**config.mk**
```make
export PLATFORM = sky130hd
export DESIGN_NAME = input_sram_ctrl_flat
export DESIGN_NICKNAME = d
export VERILOG_FILES = /design/src/rtl/input_sram_ctrl_pkg.sv /design/src/rtl/input_sram_ctrl_if.sv /design/src/rtl/input_sram_ctrl.sv /design/src/flat_wrapper.sv
export SDC_FILE = /design/constraint.sdc
export NUM_CORES = 1
export LEC_CHECK = 0
export BUFFER_PORTS_ARGS = -buffer_cell sky130_fd_sc_hd__clkbuf_2
export CAP_MARGIN = 40
export CORE_ASPECT_RATIO = 2
export CORE_MARGIN = 1
export CORE_UTILIZATION = 36
export CTS_BUF_LIST = sky130_fd_sc_hd__clkbuf_16
export CTS_CLUSTER_SIZE = 10
export DETAILED_ROUTE_END_ITERATION = 16
export GPL_TIMING_DRIVEN = 0
export PLACE_DENSITY = 0.77
export REMOVE_ABC_BUFFERS = 1
export SETUP_SLACK_MARGIN = 0.4
export SLEW_MARGIN = 20
export SYNTH_ARGS = -nofsm -noshare
export SYNTH_HDL_FRONTEND = slang
export SYNTH_SLANG_ARGS = --single-unit
```
**constraint.sdc**
```tcl
create_clock -name clk -period 1.93 [get_ports clk]
set_input_delay 0.0965 -clock clk [delete_from_list [all_inputs] [get_ports clk]]
set_output_delay 0.0965 -clock clk [all_outputs]
set_load 0.01 [all_outputs]
```
**src/rtl/input_sram_ctrl_pkg.sv**
```systemverilog
// Shared constants and FSM state type for the input image SRAM controller.
package input_sram_pkg;
  localparam int DEPTH = 784;            // words per 28x28 image
  localparam int DW    = 16;             // pixel / SRAM word width
  localparam int AW    = 16;             // SRAM address width
  localparam int CNT_W = $clog2(DEPTH);  // write counter width

  typedef enum logic [1:0] {
    IDLE  = 2'd0,
    LOAD  = 2'd1,
    SERVE = 2'd2
  } state_t;
endpackage

```
**src/rtl/input_sram_ctrl_if.sv**
```systemverilog
// Pixel stream, consumer read port and SRAM bus grouped as one bundle.
// slave: the controller side; master: the producer/consumer/SRAM side.
interface input_sram_ctrl_if #(
  parameter int DW = input_sram_pkg::DW,
  parameter int AW = input_sram_pkg::AW
) ();
  logic          in_valid;
  logic          in_ready;
  logic [DW-1:0] in_data;
  logic          rd_req;
  logic [AW-1:0] rd_addr;
  logic          rd_gnt;
  logic          rd_valid;
  logic [DW-1:0] rd_data;
  logic          sram_write;
  logic [DW-1:0] sram_wdata;
  logic [AW-1:0] sram_address;
  logic [DW-1:0] sram_rdata;

  modport slave (
    input  in_valid, in_data, rd_req, rd_addr, sram_rdata,
    output in_ready, rd_gnt, rd_valid, rd_data, sram_write, sram_wdata, sram_address
  );

  modport master (
    output in_valid, in_data, rd_req, rd_addr, sram_rdata,
    input  in_ready, rd_gnt, rd_valid, rd_data, sram_write, sram_wdata, sram_address
  );
endinterface

```
**src/rtl/input_sram_ctrl.sv**
```systemverilog
// Input image SRAM controller: loads one image from a pixel stream into an
// external single-port SRAM, then serves single-cycle-latency reads.
// Optional: INPUT_SRAM_CTRL_ADDR_CHECK_EN adds rd_err and rejects
// out-of-range read addresses.
module input_sram_ctrl #(
  parameter int DEPTH = input_sram_pkg::DEPTH,
  parameter int DW    = input_sram_pkg::DW,
  parameter int AW    = input_sram_pkg::AW
) (
  input  logic               clk,
  input  logic               rst_n,
  input  logic               start,
  output logic               load_done,
`ifdef INPUT_SRAM_CTRL_ADDR_CHECK_EN
  output logic               rd_err,
`endif
  input_sram_ctrl_if.slave   bus
);
  import input_sram_pkg::*;

  localparam int CW = $clog2(DEPTH);
  localparam logic [CW-1:0] LAST = CW'(DEPTH - 1);

  state_t        state, nstate;
  logic [CW-1:0] cnt;
  logic          cnt_clr, cnt_inc, done_set, done_clr;
  logic          err_nxt;

  // State register, write counter, load_done flag and read-response valid.
  always_ff @(posedge clk or negedge rst_n) begin
    if (!rst_n) begin
      state         <= IDLE;
      cnt           <= '0;
      load_done     <= 1'b0;
      bus.rd_valid  <= 1'b0;
`ifdef INPUT_SRAM_CTRL_ADDR_CHECK_EN
      rd_err        <= 1'b0;
`endif
    end else begin
      state        <= nstate;
      bus.rd_valid <= bus.rd_gnt;
      if (cnt_clr)      cnt <= '0;
      else if (cnt_inc) cnt <= cnt + 1'b1;
      if (done_clr)      load_done <= 1'b0;
      else if (done_set) load_done <= 1'b1;
`ifdef INPUT_SRAM_CTRL_ADDR_CHECK_EN
      rd_err <= err_nxt;
`endif
    end
  end

  // Next state and all SRAM/handshake outputs; outside LOAD the SRAM
  // address follows the consumer's rd_addr and write data is held at 0.
  always_comb begin
    nstate           = state;
    bus.in_ready     = 1'b0;
    bus.rd_gnt       = 1'b0;
    bus.sram_write   = 1'b0;
    bus.sram_wdata   = '0;
    bus.sram_address = bus.rd_addr;
    cnt_clr          = 1'b0;
    cnt_inc          = 1'b0;
    done_set         = 1'b0;
    done_clr         = 1'b0;
    err_nxt          = 1'b0;
    unique case (state)
      IDLE: begin
        if (start) begin
          nstate   = LOAD;
          cnt_clr  = 1'b1;
          done_clr = 1'b1;
        end
      end
      LOAD: begin
        bus.in_ready     = 1'b1;
        bus.sram_address = AW'(cnt);
        if (bus.in_valid) begin
          bus.sram_write = 1'b1;
          bus.sram_wdata = bus.in_data;
          cnt_inc        = 1'b1;
          if (cnt == LAST) begin
            nstate   = SERVE;
            done_set = 1'b1;
          end
        end
      end
      SERVE: begin
        if (start) begin
          // Reload pre-empts this cycle's read; a read granted last cycle
          // still completes through the rd_valid register.
          nstate   = LOAD;
          cnt_clr  = 1'b1;
          done_clr = 1'b1;
        end else begin
`ifdef INPUT_SRAM_CTRL_ADDR_CHECK_EN
          if ({1'b0, bus.rd_addr} >= (AW+1)'(DEPTH)) begin
            bus.sram_address = '0;
            err_nxt          = bus.rd_req;
          end else begin
            bus.rd_gnt = bus.rd_req;
          end
`else
          bus.rd_gnt = bus.rd_req;
`endif
        end
      end
      default: nstate = IDLE;
    endcase
  end

  // Read data comes straight from the SRAM's registered output.
  assign bus.rd_data = bus.sram_rdata;

`ifndef INPUT_SRAM_CTRL_ADDR_CHECK_EN
  logic unused_err;
  assign unused_err = err_nxt;
`endif
endmodule

```
**src/flat_wrapper.sv**
```systemverilog
// flat-port wrapper written by rule: the top's interface ports become plain ports
module input_sram_ctrl_flat import input_sram_pkg::*;
#(
  parameter int DEPTH = input_sram_pkg::DEPTH,
  parameter int DW    = input_sram_pkg::DW,
  parameter int AW    = input_sram_pkg::AW
)
  (clk, rst_n, start, load_done, bus_in_valid, bus_in_data, bus_rd_req, bus_rd_addr, bus_sram_rdata, bus_in_ready, bus_rd_gnt, bus_rd_valid, bus_rd_data, bus_sram_write, bus_sram_wdata, bus_sram_address);
  input_sram_ctrl_if #(.DW(DW), .AW(AW)) bus_i ();
  input  logic clk;
  input  logic rst_n;
  input  logic start;
  output logic load_done;
  input wire logic [$bits(bus_i.in_valid)-1:0] bus_in_valid;
  input wire logic [$bits(bus_i.in_data)-1:0] bus_in_data;
  input wire logic [$bits(bus_i.rd_req)-1:0] bus_rd_req;
  input wire logic [$bits(bus_i.rd_addr)-1:0] bus_rd_addr;
  input wire logic [$bits(bus_i.sram_rdata)-1:0] bus_sram_rdata;
  output wire logic [$bits(bus_i.in_ready)-1:0] bus_in_ready;
  output wire logic [$bits(bus_i.rd_gnt)-1:0] bus_rd_gnt;
  output wire logic [$bits(bus_i.rd_valid)-1:0] bus_rd_valid;
  output wire logic [$bits(bus_i.rd_data)-1:0] bus_rd_data;
  output wire logic [$bits(bus_i.sram_write)-1:0] bus_sram_write;
  output wire logic [$bits(bus_i.sram_wdata)-1:0] bus_sram_wdata;
  output wire logic [$bits(bus_i.sram_address)-1:0] bus_sram_address;
  assign bus_i.in_valid = bus_in_valid;
  assign bus_i.in_data = bus_in_data;
  assign bus_i.rd_req = bus_rd_req;
  assign bus_i.rd_addr = bus_rd_addr;
  assign bus_i.sram_rdata = bus_sram_rdata;
  assign bus_in_ready = bus_i.in_ready;
  assign bus_rd_gnt = bus_i.rd_gnt;
  assign bus_rd_valid = bus_i.rd_valid;
  assign bus_rd_data = bus_i.rd_data;
  assign bus_sram_write = bus_i.sram_write;
  assign bus_sram_wdata = bus_i.sram_wdata;
  assign bus_sram_address = bus_i.sram_address;
  input_sram_ctrl #(.DEPTH(DEPTH), .DW(DW), .AW(AW)) u_core (.clk(clk), .rst_n(rst_n), .start(start), .load_done(load_done), .bus(bus_i));
endmodule
```
==> flow_metrics.tcl, run 1 <==
set metrics [dict create \
    tritoncts "yes" \
    setup_viol 0 \
    r2r_setup_slack_ps 390 \
    register_area_um2 353 \
    grt_max_degree 15 \
    min_delay_path_depth 2 \
    grt_pass1_vias 1045 \
    die-area_um2 3320 \
    pwr-share-seq_pct 30.9 \
    ys_seq_area_share_pct 31.6 \
    placed_cell_area_um2 1380 \
    drtAntennaViolNets 0 \
    p_clk_share_pct 29.1 \
    cts_max_level 1 \
    final_hold_viol_count 0 \
    tightest_slew_ps 379 \
    fin_nets 245 \
    num_antenna_cells 0 \
    r2r_start "u_core.state[1]" \
    crit_fanout 11 \
    post-dp-hpwl_um 2560 \
    relSlewSlack_pct 74.4 \
    hp-start "bus_rd_req" \
    path_clk_slew_ps 50 \
    core_area_um2 2940 \
    critPathRequiredTime_ps 1830 \
    end_kind "output pin" \
    grt_pass1_wl_um 4850 \
    yosysUniqueCellTypes 33 \
    drc 0 \
    clock_latency_ps 250 \
    setup_slack_ps 373 \
    root_buffer "clkbuf_16" \
    crit_path_start_kind "register" \
    p_sw_share_pct 32.7 \
    hold_class "in -> reg" \
    cts_buffer_depth 2 \
    mostFrequentLayoutCells "clkbuf_2 (72), and2_1 (15), dfrtp_1 (12)" \
    status "completed" \
    area_delta_synth_final_pct 43.4 \
    vdd_drop_max_mv 0.443 \
    crit_path_start "u_core.state[1]" \
    cpPeakStageDelay_ps 450 \
    final_common_cell "clkbuf_2" \
    power_leakage_uw 0.000857 \
    synth.avg_cell_area_um2 9.02 \
    cp_cell_sequence "nor2b_4 > buf_12 > mux2_2 > clkbuf_2" \
    reg2reg_to "u_core.cnt[7]" \
    cts_made_buffers 3 \
    drive_gt1_share_pct 56.3 \
    period_minus_slack_ps 1560 \
    start_util_pct 37.7 \
    route.vias.total 1149 \
    multi_input_area_um2 648 \
    syn_area_um2 1110 \
    total_switching_power_uw 447 \
    avgViaCountPerCell 5.22 \
    fmax_mhz 642 \
    clock-skew-final_ps 3.68 \
    die_h_um 80.5 \
    die_x_um 41.3 \
    dp.cells 205 \
    final_area_um2 1590 \
    io_buffer_count 73 \
    rows 28 \
    first_pass_iters 4 \
    initialDrtViolationCount 12 \
    finalNonFillerCells 220 \
    hold_ws_ps 119 \
    grt_use_total_pct 22.4 \
    dp_slack_ps 367 \
    path_class "reg -> out" \
    place_congestion 0.778 \
    grt_overflow_total 0 \
    syn_inst 123 \
    ff2ff_path_depth 3 \
    cts.sink_count 14 \
    drv_cap 0 \
    fin_crit_sh_pct 80.7 \
    yosys_register_bits 14 \
    synth_warnings 0 \
    rsz0062_at_grt "yes" \
    comb_power_share_pct 40.0 \
    cp_slowest_cell "dfrtp_2" \
    drt_wl_total_um 3410 \
    drv_slew 0 \
    wire_per_inst_um 15.5 \
    nFillCells 278 \
    boundaryPins 106 \
    arrival_ps 1460 \
    p_int_uw 919 \
    min_to "u_core.bus.rd_valid" \
    cellPowerDensity_nw_per_um2 858 \
    antenna_found_initial 0 \
]
[what timing repair did]
item,CTS,global route
setup buffers,6,3
pin swaps,0,3
hold buffers,1,0
gates resized for setup,8,7
gates cloned,1,0
endpoints found under the hold margin,14,0
setup endpoints to repair,29,16
[synth_stat cells (all sizes together)]
cell	count	share of area [%]
a21o	1	0.68
a21oi	3	1.4
and2	16	9.0
and2b	1	0.68
and3	2	1.1
and3b	1	0.79
buf	19	12
clkbuf	3	1.1
dfrtp	14	32
ha	1	1.1
inv	2	0.68
mux2	10	10
mux2i	4	3.6
nand2	8	2.7
nand2b	3	1.7
nand3	3	1.4
nand4	3	2.3
nand4b	2	2.1
nor2	4	1.4
nor2b	8	4.5
nor4	2	1.1
nor4b	1	0.79
o21ai	3	1.4
o311ai	1	0.79
o31ai	2	1.4
o41ai	1	0.79
or3	1	0.56
or4	2	1.4
xnor2	2	1.6
[layout make-up]
type | count | share of cell area [%]
sequential | 14 | 22.2
inverter | 2 | 0.472
clock buffer | 3 | 4.72
timing repair buffer | 84 | 29.3
tap | 30 | 2.36
clock inverter | 1 | 0.236
multi-input combinational | 86 | 40.7
[cell families after synthesis]
logic type	after synthesis	share of synthesized area, %
mux	14	13.8
flops	14	31.6
fa+ha+maj	1	1.13
simple gates	57	31.5
xor+xnor	2	1.58
buf+inv	24	14.2
compound gates	11	6.31
[flip-flops by register name (all words and copies together) (netlist names)]
signal and cells:
u_core.bus.rd_valid 1, u_core.load_done 1, u_core.state 2, u_core.cnt 10
[power by group through the flow]
stage | Sequential (µW) | Clock (µW) | Combinational (µW)
3_3_place_gp | 418 | 0 | 409
3_5_place_dp | 420 | 0 | 424
5_1_grt | 431 | 412 | 613
6_report | 422 | 397 | 546
4_1_cts | 408 | 399 | 489
2_1_floorplan | 396 | 0 | 264
[worst max-delay path, delay by kind of cell (launching register included)]
kind                   cells  cell delay, ps
flip-flops                 1             450
multiplexers               1             330
buffers and inverters      2             280
AND/OR/NAND/NOR            1             160
[per-stage QoR]
step	utilization [%]	power [µW]	setup TNS [ps]
final	54.1	1370	0
after global routing	54.1	1460	0
after CTS	52.4	1300	0
after detailed placement	46.8	844	0
after global placement	46.3	827	-3630
after floorplan	-	660	0
[metal layers]
metal | share of wire, % | wire length, µm | vias to the layer above | global-route usage [%]
li1 | - | - | 543 | -
met1 | 32 | 1080 | 517 | 20.8
met2 | 53 | 1800 | 79 | 32.0
met3 | 12 | 393 | 10 | 13.0
met4 | 3.9 | 134 | 0 | 19.7
met5 | 0 | 0 | - | 0
[how the worst max path moves through the flow]
stage,end,slack (ps),cells after the start
floorplan,bus_sram_address[0],110,2
CTS,bus_sram_address[5],380,4
finish,bus_sram_address[6],370,4
global placement,bus_sram_address[5],-340,3
detailed placement,u_core.cnt[6],370,4
global route,bus_sram_address[1],330,4
Note: power is estimated with default switching activity, not from simulation.
==> inputs of run 2 (changes only) <==
--- a/config.mk
+++ b/config.mk
@@ -9,12 +9,12 @@
 export CAP_MARGIN = 40
 export CORE_ASPECT_RATIO = 2
 export CORE_MARGIN = 1
-export CORE_UTILIZATION = 36
+export CORE_UTILIZATION = 33
 export CTS_BUF_LIST = sky130_fd_sc_hd__clkbuf_16
 export CTS_CLUSTER_SIZE = 10
 export DETAILED_ROUTE_END_ITERATION = 16
 export GPL_TIMING_DRIVEN = 0
-export PLACE_DENSITY = 0.77
+export PLACE_DENSITY = 0.75
 export REMOVE_ABC_BUFFERS = 1
 export SETUP_SLACK_MARGIN = 0.4
 export SLEW_MARGIN = 20
==> constraint.sdc (replaced) <==
create_clock -name clk -period 1.25 [get_ports clk]
set_input_delay 0.0625 -clock clk [delete_from_list [all_inputs] [get_ports clk]]
set_output_delay 0.0625 -clock clk [all_outputs]
set_load 0.01 [all_outputs]
==> flow_metrics.tcl, run 2 (synthesized netlist as in run 1, its figures left out) <==
set metrics [dict create \
    route.vias.total 1283 \
    die_x_um 43.0 \
    grt_use_met2_pct 41.7 \
    critical_path_buf_inv_count 2 \
    start_util_pct 34.8 \
    postLayoutCoreUtil_pct 59.3 \
    busiest_layer "met2" \
    antenna_found_initial 0 \
    drv_slew 0 \
    cp_slowest_cell "dfrtp_2" \
    setup-tns-final_ps -7880 \
    hp-start "bus_sram_rdata[0]" \
    crit_fanout 9 \
    drive_gt1_share_pct 70.8 \
    rows 29 \
    initialDrtViolationCount 26 \
    root_buffer "clkbuf_16" \
    crit_path_start_kind "register" \
    arrival_ps 1450 \
    tritoncts "yes" \
    path_class "reg -> out" \
    clock_latency_ps 240 \
    end_kind "output pin" \
    r2r_start "u_core.state[0]" \
    regMostFlops "u_core.cnt" \
    tightest_slew_ps 364 \
    core_area_um2 3190 \
    grt_pass1_vias 1280 \
    fin_nets 257 \
    dp_slack_ps -513 \
    hold_ws_ps 125 \
    cellPowerDensity_nw_per_um2 1280 \
    critPathRequiredTime_ps 1190 \
    cpPeakStageDelay_ps 410 \
    first_pass_iters 4 \
    power_leakage_uw 0.000975 \
    violations "negative setup slack" \
    grt_max_degree 15 \
    fin_crit_sh_pct 121 \
    final_hold_viol_count 0 \
    status "finished with violations" \
    post-dp-hpwl_um 2640 \
    drtAntennaViolNets 0 \
    grt_pass1_wl_um 6290 \
    reg_top3 "u_core.cnt: 10 flops, u_core.state: 2 flops" \
    path_clk_slew_ps 40 \
    mostFrequentLayoutCells "clkbuf_2 (59), and2_1 (14), buf_6 (14)" \
    grt_use_met3_pct 9.09 \
    final_common_cell "clkbuf_2" \
    path_delay_family "flip-flops" \
    place_congestion 0.697 \
    die-area_um2 3610 \
    setup_viol 47 \
    fmax_mhz 661 \
    boundaryPins 106 \
    largest_register_ffs 10 \
    drt_wl_total_um 4360 \
    grt_use_total_pct 23.5 \
    drc 0 \
    num_antenna_cells 0 \
    cts_made_buffers 3 \
    wire_per_inst_um 18.7 \
    die_h_um 84.0 \
    period_minus_slack_ps 1510 \
    area_delta_synth_final_pct 70.7 \
    cts_buffer_depth 2 \
    hold_class "in -> out" \
    io_buffer_count 73 \
    gr-usage-met1_pct 20.7 \
    cts_max_level 1 \
    nFillCells 264 \
    cp_cell_sequence "nor2b_4 > buf_6 > mux2_2 > clkbuf_2" \
    clock-skew-final_ps 2.00 \
    grt_overflow_total 0 \
    avgViaCountPerCell 5.51 \
    vdd_drop_max_mv 0.838 \
    cts.sink_count 14 \
    crit_path_start "u_core.state[0]" \
    relSlewSlack_pct 75.7 \
    setup_slack_ps -263 \
    drv_cap 0 \
    rsz0062_at_grt "yes" \
]
-- run 2: what timing repair did --
action                                 4_1_cts  5_1_grt
gates resized for setup                     46       31
hold buffers                                 1        0
buffers inserted                            20        2
pin swaps                                   19        5
endpoints found under the hold margin       14        0
cloned                                       1        0
setup endpoints to repair                   48       49
-- run 2: final timing paths --
check	to	slack, ps	depth (start not counted)
max	bus_sram_address[7]	-260	4
min	bus_rd_data[0]	130	0
max reg2reg	u_core.cnt[3]	-210	5
min reg2reg	u_core.load_done	540	2
max in group asynchronous	u_core.cnt[4]	690	2
min in group asynchronous	u_core.bus.rd_valid	270	2
-- run 2: power breakdown --
group	switching [µW]	total, µW	internal [µW]
combinational	537	1130	596
clock	179	601	422
sequential	145	683	538
total	860	2420	1560
-- run 2: metal layers --
layer / routed length (µm) / share of wire [%] / vias up
met5: 0 / 0 / -
met4: 243 / 5.6 / 0
met3: 421 / 9.7 / 16
met2: 2390 / 55 / 95
met1: 1300 / 30 / 602
li1: - / - / 570
-- run 2: layout make-up --
class | count | area, µm² | area share [%]
well taps | 31 | 38.8 | 2.05
flip-flops and latches | 14 | 360 | 19.0
clock buffers | 3 | 75.1 | 3.96
multi-input cells | 86 | 806 | 42.5
inverters | 2 | 7.51 | 0.396
repair buffers | 96 | 603 | 31.8
clock inverters | 1 | 3.75 | 0.198
-- run 2: through the flow --
step                cell area, µm²  std cells  power (µW)
global route                  1890        233        2540
floorplan                      960        101        1020
detailed placement            1370        205        1300
global placement              1360        205        1280
finish                        1890        233        2420
CTS                           1790        231        2300
==> inputs of run 3 (changes only) <==
==> constraint.sdc (replaced) <==
create_clock -name clk -period 1.25 [get_ports clk]
set_input_delay 0.25 -clock clk [delete_from_list [all_inputs] [get_ports clk]]
set_output_delay 0.25 -clock clk [all_outputs]
set_load 0.01 [all_outputs]
==> flow_metrics.tcl, run 3 (synthesized netlist as in run 1, its figures left out) <==
set metrics [dict create \
    status "finished with violations" \
    violations "negative setup slack" \
    cellPowerDensity_nw_per_um2 1310 \
    drtAntennaViolNets 0 \
    antenna_found_initial 0 \
    arrival_ps 1490 \
    cpPeakStageDelay_ps 450 \
    min_delay_path_depth 4 \
    pwr-share-seq_pct 25.6 \
    critical_path_buf_inv_count 2 \
    hp-start "start" \
    comb_power_share_pct 51.7 \
    wire_per_inst_um 21.2 \
    p_sw_share_pct 35.5 \
    num_antenna_cells 0 \
    path_clk_slew_ps 40 \
    boundaryPins 106 \
    core_area_um2 3190 \
    crit_top_cell "buf_6" \
    grt_pass1_wl_um 5870 \
    vdd_drop_max_mv 0.832 \
    cp_slowest_cell "dfrtp_2" \
    post-dp-hpwl_um 2640 \
    drive_gt1_share_pct 72.1 \
    mostFrequentLayoutCells "clkbuf_2 (44), buf_6 (33), and2_1 (13)" \
    path_delay_family "flip-flops" \
    setup-tns-final_ps -15180 \
    crit_fanout 6 \
    io_buffer_count 73 \
    final_common_cell "clkbuf_2" \
    critPathRequiredTime_ps 1000 \
    drv_slew 0 \
    r2r_start "u_core.cnt[0]" \
    r2r_setup_slack_ps -370 \
    first_pass_iters 4 \
    p_clk_share_pct 22.6 \
    min_to "u_core.state[1]" \
    regMostFlops "u_core.cnt" \
    place_congestion 0.697 \
    hold_class "in -> reg" \
    hold_ws_ps 372 \
    cp_cell_sequence "nor2b_4 > buf_6 > mux2_4 > buf_6" \
    power_leakage_uw 0.00108 \
    fin_nets 259 \
    path_class "reg -> out" \
    die_x_um 43.0 \
    setup_slack_ps -491 \
    relSlewSlack_pct 73.7 \
    dp_slack_ps -701 \
    die_h_um 84.0 \
    start_util_pct 34.8 \
    grt_max_degree 15 \
    root_buffer "clkbuf_16" \
    initialDrtViolationCount 67 \
    clock_latency_ps 250 \
    cts_made_buffers 3 \
    clock-skew-final_ps 5.39 \
    area_delta_synth_final_pct 87.6 \
    drc 0 \
    fin_crit_sh_pct 139 \
    placed_cell_area_um2 1370 \
    largest_register_ffs 10 \
    cts.sink_count 14 \
    crit_path_start_kind "register" \
    p_int_uw 1750 \
    reg2reg_to "u_core.cnt[6]" \
    tritoncts "yes" \
    rows 29 \
    final_area_um2 2080 \
    total_switching_power_uw 965 \
    grt_overflow_total 0 \
    dp.cells 205 \
    reg_top3 "u_core.cnt: 10 flops, u_core.state: 2 flops" \
    tightest_slew_ps 394 \
    drv_cap 0 \
    rsz0062_at_grt "yes" \
    avgViaCountPerCell 5.57 \
    cts_buffer_depth 2 \
    period_minus_slack_ps 1740 \
    drt_wl_total_um 4970 \
    cts_max_level 1 \
    route.vias.total 1309 \
    grt_use_total_pct 21.7 \
    finalNonFillerCells 235 \
    grt_pass1_vias 1175 \
    ff2ff_path_depth 4 \
    fmax_mhz 574 \
    final_hold_viol_count 0 \
    end_kind "output pin" \
    setup_viol 45 \
    die-area_um2 3610 \
]
## run 3: changes by cell type in the layout (fill, tap and decap cells not counted), sizes merged
cell,delta
buf,+17
clkbuf,-15
## run 3: stage by stage
step	total power, µW	util (%)
after global routing	2830	65.2
after global placement	1280	42.7
after floorplan	1020	-
after detailed placement	1300	42.8
final	2720	65.2
after CTS	2280	54.7
## run 3: worst max-delay path by stage
stage | start | cells past startpoint | to | slack, ps
3_5_place_dp | u_core.state[0] | 3 | bus_sram_address[1] | -700
4_1_cts | u_core.state[1] | 4 | bus_sram_address[3] | -430
6_report | u_core.state[1] | 4 | bus_sram_address[4] | -490
3_3_place_gp | u_core.state[0] | 3 | bus_sram_address[7] | -1110
5_1_grt | u_core.state[1] | 4 | bus_sram_address[4] | -520
2_1_floorplan | u_core.state[0] | 2 | bus_sram_address[0] | -720
## run 3: power by group through the flow
stage | Clock [µW] | Sequential (µW) | Combinational (µW)
floorplan | 0 | 612 | 408
global placement | 0 | 644 | 632
detailed placement | 0 | 646 | 659
CTS | 612 | 649 | 1020
global route | 648 | 711 | 1480
finish | 616 | 697 | 1410
## run 3: area by class of cell
type                            instances  area, µm²
Fill cell                             243       1110
Multi-Input combinational cell         86        858
Timing Repair Buffer                   98        739
Sequential cell                        14        359
Clock buffer                            3       75.1
Tap cell                               31       38.8
Inverter                                2       7.51
Clock inverter                          1       3.75
## run 3: worst register-to-register path: cells and delay by family, from the launching register on
kind                       cells  cell delay [ps]
and+or+nand+nor                2              730
DFF                            1              430
adders and majority gates      1              220
AOI/OAI and AO/OA              1              170
## run 3: repair_timing
item                                    in CTS  in global routing
hold endpoints to repair                    14                  0
endpoints found under the setup margin      50                 51
hold buffers                                 1                  0
gates cloned                                 1                  1
pin swaps                                   15                 10
buffers inserted                            17                  6
gates resized for setup                     36                 89
## run 3: routing by layer
metal / vias to the layer above / global-route usage, % / routed length (µm)
met5: - / 0 / 0
met4: 0 / 10.2 / 345
met3: 26 / 8.66 / 445
met2: 100 / 39.8 / 2650
met1: 614 / 19.6 / 1530
li1: 569 / - / -
